## src/rtl/iob_vexriscv_bus_arbiter.sv

```systemverilog
// Two-master (m0 = dBus, m1 = iBus) to one-slave IOb arbiter with round-robin
// grant, grant lock until acceptance, and an in-order read tag FIFO for responses.
module iob_vexriscv_bus_arbiter #(
  parameter int ADDR_W    = 32,
  parameter int DATA_W    = 32,
  parameter int MAX_OUTST = 2
) (
  input  logic                clk_i,
  input  logic                cke_i,
  input  logic                arst_i,
  input  logic                m0_avalid_i,
  input  logic [ADDR_W-1:0]   m0_addr_i,
  input  logic [DATA_W-1:0]   m0_wdata_i,
  input  logic [DATA_W/8-1:0] m0_wstrb_i,
  output logic                m0_ready_o,
  output logic [DATA_W-1:0]   m0_rdata_o,
  output logic                m0_rvalid_o,
  input  logic                m1_avalid_i,
  input  logic [ADDR_W-1:0]   m1_addr_i,
  input  logic [DATA_W-1:0]   m1_wdata_i,
  input  logic [DATA_W/8-1:0] m1_wstrb_i,
  output logic                m1_ready_o,
  output logic [DATA_W-1:0]   m1_rdata_o,
  output logic                m1_rvalid_o,
  output logic                s_avalid_o,
  output logic [ADDR_W-1:0]   s_addr_o,
  output logic [DATA_W-1:0]   s_wdata_o,
  output logic [DATA_W/8-1:0] s_wstrb_o,
  input  logic                s_ready_i,
  input  logic [DATA_W-1:0]   s_rdata_i,
  input  logic                s_rvalid_i,
  output logic                err_o
);
  localparam int STRB_W = DATA_W / 8;
  localparam int PTR_W  = (MAX_OUTST > 1) ? $clog2(MAX_OUTST) : 1;
  localparam int CNT_W  = $clog2(MAX_OUTST) + 1;

  typedef struct packed {
    logic              avalid;
    logic [ADDR_W-1:0] addr;
    logic [DATA_W-1:0] wdata;
    logic [STRB_W-1:0] wstrb;
  } req_t;

  req_t [1:0] m_req;
  req_t       sel;

  logic                 lock, gnt, last, gnt_c;
  logic [MAX_OUTST-1:0] tag_q;
  logic [PTR_W-1:0]     wptr, rptr;
  logic [CNT_W-1:0]     cnt;
  logic                 full, empty, is_rd, stall, acc, push, pop, head;

  function automatic logic [PTR_W-1:0] nxt(input logic [PTR_W-1:0] p);
    return (p == PTR_W'(MAX_OUTST - 1)) ? '0 : p + PTR_W'(1);
  endfunction

  assign m_req[0] = {m0_avalid_i, m0_addr_i, m0_wdata_i, m0_wstrb_i};
  assign m_req[1] = {m1_avalid_i, m1_addr_i, m1_wdata_i, m1_wstrb_i};

  // A pending (unaccepted) request freezes the grant so request fields stay stable.
  always_comb begin
    gnt_c = gnt;
    if (!lock) begin
      if (m0_avalid_i && m1_avalid_i) gnt_c = ~last;
      else if (m1_avalid_i)           gnt_c = 1'b1;
      else if (m0_avalid_i)           gnt_c = 1'b0;
    end
  end

  assign sel   = m_req[gnt_c];
  assign full  = (cnt == CNT_W'(MAX_OUTST));
  assign empty = (cnt == '0);
  assign is_rd = (sel.wstrb == '0);
  assign stall = full & is_rd;
  assign acc   = s_avalid_o & s_ready_i;
  assign push  = acc & is_rd;
  assign pop   = s_rvalid_i & ~empty;
  assign head  = tag_q[rptr];

  assign s_avalid_o = sel.avalid & ~stall;
  assign s_addr_o   = sel.addr;
  assign s_wdata_o  = sel.wdata;
  assign s_wstrb_o  = sel.wstrb;

  assign m0_ready_o  = acc & ~gnt_c;
  assign m1_ready_o  = acc & gnt_c;
  assign m0_rdata_o  = s_rdata_i;
  assign m1_rdata_o  = s_rdata_i;
  assign m0_rvalid_o = pop & ~head;
  assign m1_rvalid_o = pop & head;

  always_ff @(posedge clk_i or posedge arst_i) begin
    if (arst_i) begin
      lock  <= 1'b0;
      gnt   <= 1'b0;
      last  <= 1'b1;
      tag_q <= '0;
      wptr  <= '0;
      rptr  <= '0;
      cnt   <= '0;
      err_o <= 1'b0;
    end else if (cke_i) begin
      if (acc) begin
        lock <= 1'b0;
        last <= gnt_c;
      end else if (sel.avalid) begin
        lock <= 1'b1;
        gnt  <= gnt_c;
      end
      if (push) begin
        tag_q[wptr] <= gnt_c;
        wptr        <= nxt(wptr);
      end
      if (pop) rptr <= nxt(rptr);
      if (push && !pop)      cnt <= cnt + CNT_W'(1);
      else if (!push && pop) cnt <= cnt - CNT_W'(1);
      if (s_rvalid_i && empty) err_o <= 1'b1;
    end
  end

endmodule

```

## config.mk

```make
export PLATFORM = sky130hd
export DESIGN_NAME = iob_vexriscv_bus_arbiter
export DESIGN_NICKNAME = d
export VERILOG_FILES = /design/src/rtl/iob_vexriscv_bus_arbiter.sv
export SDC_FILE = /design/constraint.sdc
export NUM_CORES = 1
export LEC_CHECK = 0
export ABC_AREA = 0
export CAP_MARGIN = 25
export CORE_AREA = 2 2 120 122
export DETAILED_ROUTE_END_ITERATION = 10
export DIE_AREA = 0 0 122 124
export DONT_BUFFER_PORTS = 1
export MAX_ROUTING_LAYER = met4
export PLACE_DENSITY_LB_ADDON = 0.12
export SLEW_MARGIN = 5
export SYNTH_ARGS = -nofsm -noshare
export SYNTH_HDL_FRONTEND = slang
export SYNTH_SLANG_ARGS = --single-unit
export TNS_END_PERCENT = 10
```

## constraint.sdc

```tcl
create_clock -name clk_i -period 4.6 [get_ports clk_i]
set_input_delay 0.46 -clock clk_i [delete_from_list [all_inputs] [get_ports clk_i]]
set_output_delay 0.46 -clock clk_i [all_outputs]
set_load 0.01 [all_outputs]
```

==> impl_metrics.csv <==
group,metric,value,unit
clock_tree,holdBufCountCts,0,
worst_setup_path,crit_fanout,34,
clock_tree,clk_latency,240,ps
die,coreArea,0.01372,mm2
worst_setup_path,critical_path_arrival,2720,ps
final_layout,antenna_cells,0,
sta,setup_viol,0,
final_layout,syn_to_final_growth,-9.823,%
worst_setup_path,path_cells,"nand2_1, a32oi_4, buf_4, mux2_4, nor2_1, ha_1, nand2b_1, nor2_1, xor2_1",
routing,drc,0,
placement,pre_cts_ws,2019,ps
routing,wl_per_cell,20.15,um
logic_synthesis,synth_area_per_cell,9.505,um2
worst_setup_path,slowest_delay,520,ps
logic_synthesis,async_flop_share,1.000,
logic_synthesis,yosysTopAreaCellShare,0.2888,
status,status,"finished, final reports clean",
die,start_util,0.1393,
pwr,vdd_drop_max,248.1,uV
logic_synthesis,synth_edf_count,0,
clock_tree,cts_tree,"yes",
worst_setup_path,cp-end-kind,"register",
placement,io_buffers,0,
pwr,seq_power_share,0.157,
pwr,combPwrFrac,0.678,
die,fp.dieW,122,um
sta,worst_pin_slew,501.2,ps
sta,finalMaxSlewViolations,0,
clock_tree,clkTransAtPathRegs,40,ps
logic_synthesis,netlist_area,0.001911,mm2
placement,placed_area,0.001634,mm2
final_layout,fillerInstances,1569,
pwr,p_sw_frac,0.4695,
grt,grt-ovfl-total,0,
sta,period_needed,2558,ps
pwr,internal_power,0.0005729,W
pwr,power.total,0.001080,W
logic_synthesis,synth_warnings,0,
sta,grt_setup_unrepaired,"false",
grt,grtUsageTotal,0.07459,
routing,first_iter_violations,22,
grt,grt_pass1_wl,7659,um
pwr,pwr-share-clk,0.165,
final_layout,drive_gt1_frac,0.4593,
placement,hpwl,5650,um
clock_tree,ctsResizeCount,0,
final_layout,ff_latch_area,251.5,um2
sta,worst_slack,2042,ps
final_layout,nets,312,
clock_tree,cts-buffers-inserted,3,
placement,dp_cells,311,
die,die_h,124,um
logic_synthesis,ys.flop_type,"dfrtp_1",
clock_tree,cts_max_level,1,
final_layout,fin_area,0.001723,mm2
grt,grt_max_degree,42,
worst_setup_path,worst_path_most_repeated_cell,"nor2_1",
worst_setup_path,critical_path_required,4760,ps
sta,fin_skew,2.077,ps
die,row_count,43,
sta,finalHoldViolations,0,
sta,slew_headroom,0.6658,
worst_hold_path,hold_path.class,"input port to async pin",
logic_synthesis,synth_largest_area_cell,"mux2_2",
worst_setup_path,path_class,"register to register",
clock_tree,clock-root-buffer,"clkbuf_16",
sta,clock.fmax,0.3909,GHz
worst_setup_path,start_kind,"register",
sta,tns,0,ps
routing,first_pass_iters,4,
routing,routed_wl,6347,um
routing,via_per_inst,3.698,
final_layout,multi_input_area,0.001124,mm2
logic_synthesis,ys_ff_latch,10,
grt,antenna_found_initial,1,
worst_setup_path,cpMaxStageDelayCell,"dfstp_2",
logic_synthesis,yosysSeqAreaShare,0.1316,
placement,routabilityCongestion,0.6643,
logic_synthesis,synthTopCellsByArea,"mux2_2 (29%), buf_4 (28%), dfrtp_1 (12%), mux2_1 (11%), mux2i_1 (3.1%)",
clock_tree,clkSinkCount,10,
grt,grt_pass1_vias,1144,
logic_synthesis,netlist_instances,201,
die,ios,313,
clock_tree,clockBufferDepth,2,
logic_synthesis,synth.net_count,377,
sta,post-route-period-util,0.5561,
clock_tree,cts_setup_buffers,0,
pwr,power.switching,0.0005070,W
final_layout,fin_cells,315,
routing,dr_total_vias,1165,
routing,antenna_left,0,
pwr,cellLeakagePower,0.5985,nW
pwr,power_density,626.8,mW/mm2
logic_synthesis,synth_cell_types,33,
run,cap_violations,0,
die,dieArea,0.01513,mm2
cell families (layout without fill, tap and decap cells):
kind of cell               Yosys count  count (layout)  share of synthesized area
DFF                                 10              10                     0.1316
buffers and inverters               77              11                     0.2901
xor gates and xnor gates             5               5                    0.02292
muxes                               75              75                     0.4401
and+or+nand+nor                     24              24                    0.07466
AOI/OAI and AO/OA                    9               9                    0.03406
adders and majority gates            1               1                   0.006548
cell usage in the layout (no fill, tap or decap), types with 3 or more instances in the layout:
master	netlist	final
clkbuf_16	0	3
inv_1	5	5
mux2_2	49	49
xor2_1	3	3
dfrtp_1	9	9
nand2b_1	3	3
mux2_1	19	19
nor2_1	8	8
mux2i_1	6	6
through the flow:
stage            util  hold WS [ps]
6_report       0.1256         110.7
3_5_place_dp   0.1191         401.6
3_3_place_gp   0.1191         391.2
4_1_cts        0.1256         140.9
5_1_grt        0.1256         163.3
2_1_floorplan       -         299.5
registers in the layout, indices dropped and copies added (netlist names):
| signal | count |
|---|---|
| last | 1 |
| rptr | 1 |
| wptr | 1 |
| err_o | 1 |
| tag_q | 2 |
| lock | 1 |
| cnt | 2 |
| gnt | 1 |
Yosys cell counts (3+ instances only):
| library cell | n |
|---|---|
| buf_4 | 70 |
| mux2_2 | 49 |
| mux2_1 | 19 |
| dfrtp_1 | 9 |
| nor2_1 | 8 |
| mux2i_1 | 6 |
| inv_1 | 5 |
| nand2b_1 | 3 |
| xor2_1 | 3 |
worst paths after layout:
path | startpoint | endpoint | slack [ps] | depth (start not counted)
max | last | cnt[1] | 2040 | 9
min | arst_i | tag_q[1] | 110 | 1
max reg2reg | last | cnt[1] | 2040 | 9
min reg2reg | last | last | 470 | 2
max in group asynchronous | arst_i | last | 4160 | 1
min in group clk_i | s_rvalid_i | err_o | 370 | 1
cell type report:
type	instances	area share
timing repair buffer	2	0.008715
multi-input combinational	114	0.6521
inverter	5	0.01089
tap	180	0.1307
sequential	10	0.1460
clock buffer	4	0.05156
metal layers:
layer  share of wire  routed length, um  track usage
met2            0.55               3520       0.1376
met4           0.020                127      0.02874
met5               0                  0            -
met1            0.32               2006      0.07580
met3            0.11                692      0.01923
critical path, delay by kind of cell (launching register included):
family	cells	cell delay, ps
AO/OA/AOI/OAI	1	260
multiplexers	1	380
XOR/XNOR	1	150
buffers and inverters	1	400
flip-flops	1	520
AND/OR/NAND/NOR	4	520
adder cells (fa/ha/maj)	1	230
power groups by stage:
stage | combinational [W] | sequential, W | clock [W]
3_3_place_gp | 0.000760 | 0.000174 | 0
4_1_cts | 0.000757 | 0.000171 | 0.000181
5_1_grt | 0.000798 | 0.000176 | 0.000184
3_5_place_dp | 0.000753 | 0.000170 | 0
6_report | 0.000733 | 0.000169 | 0.000178
2_1_floorplan | 0.000706 | 0.000159 | 0
No activity file was read; power rests on OpenSTA's default activity.
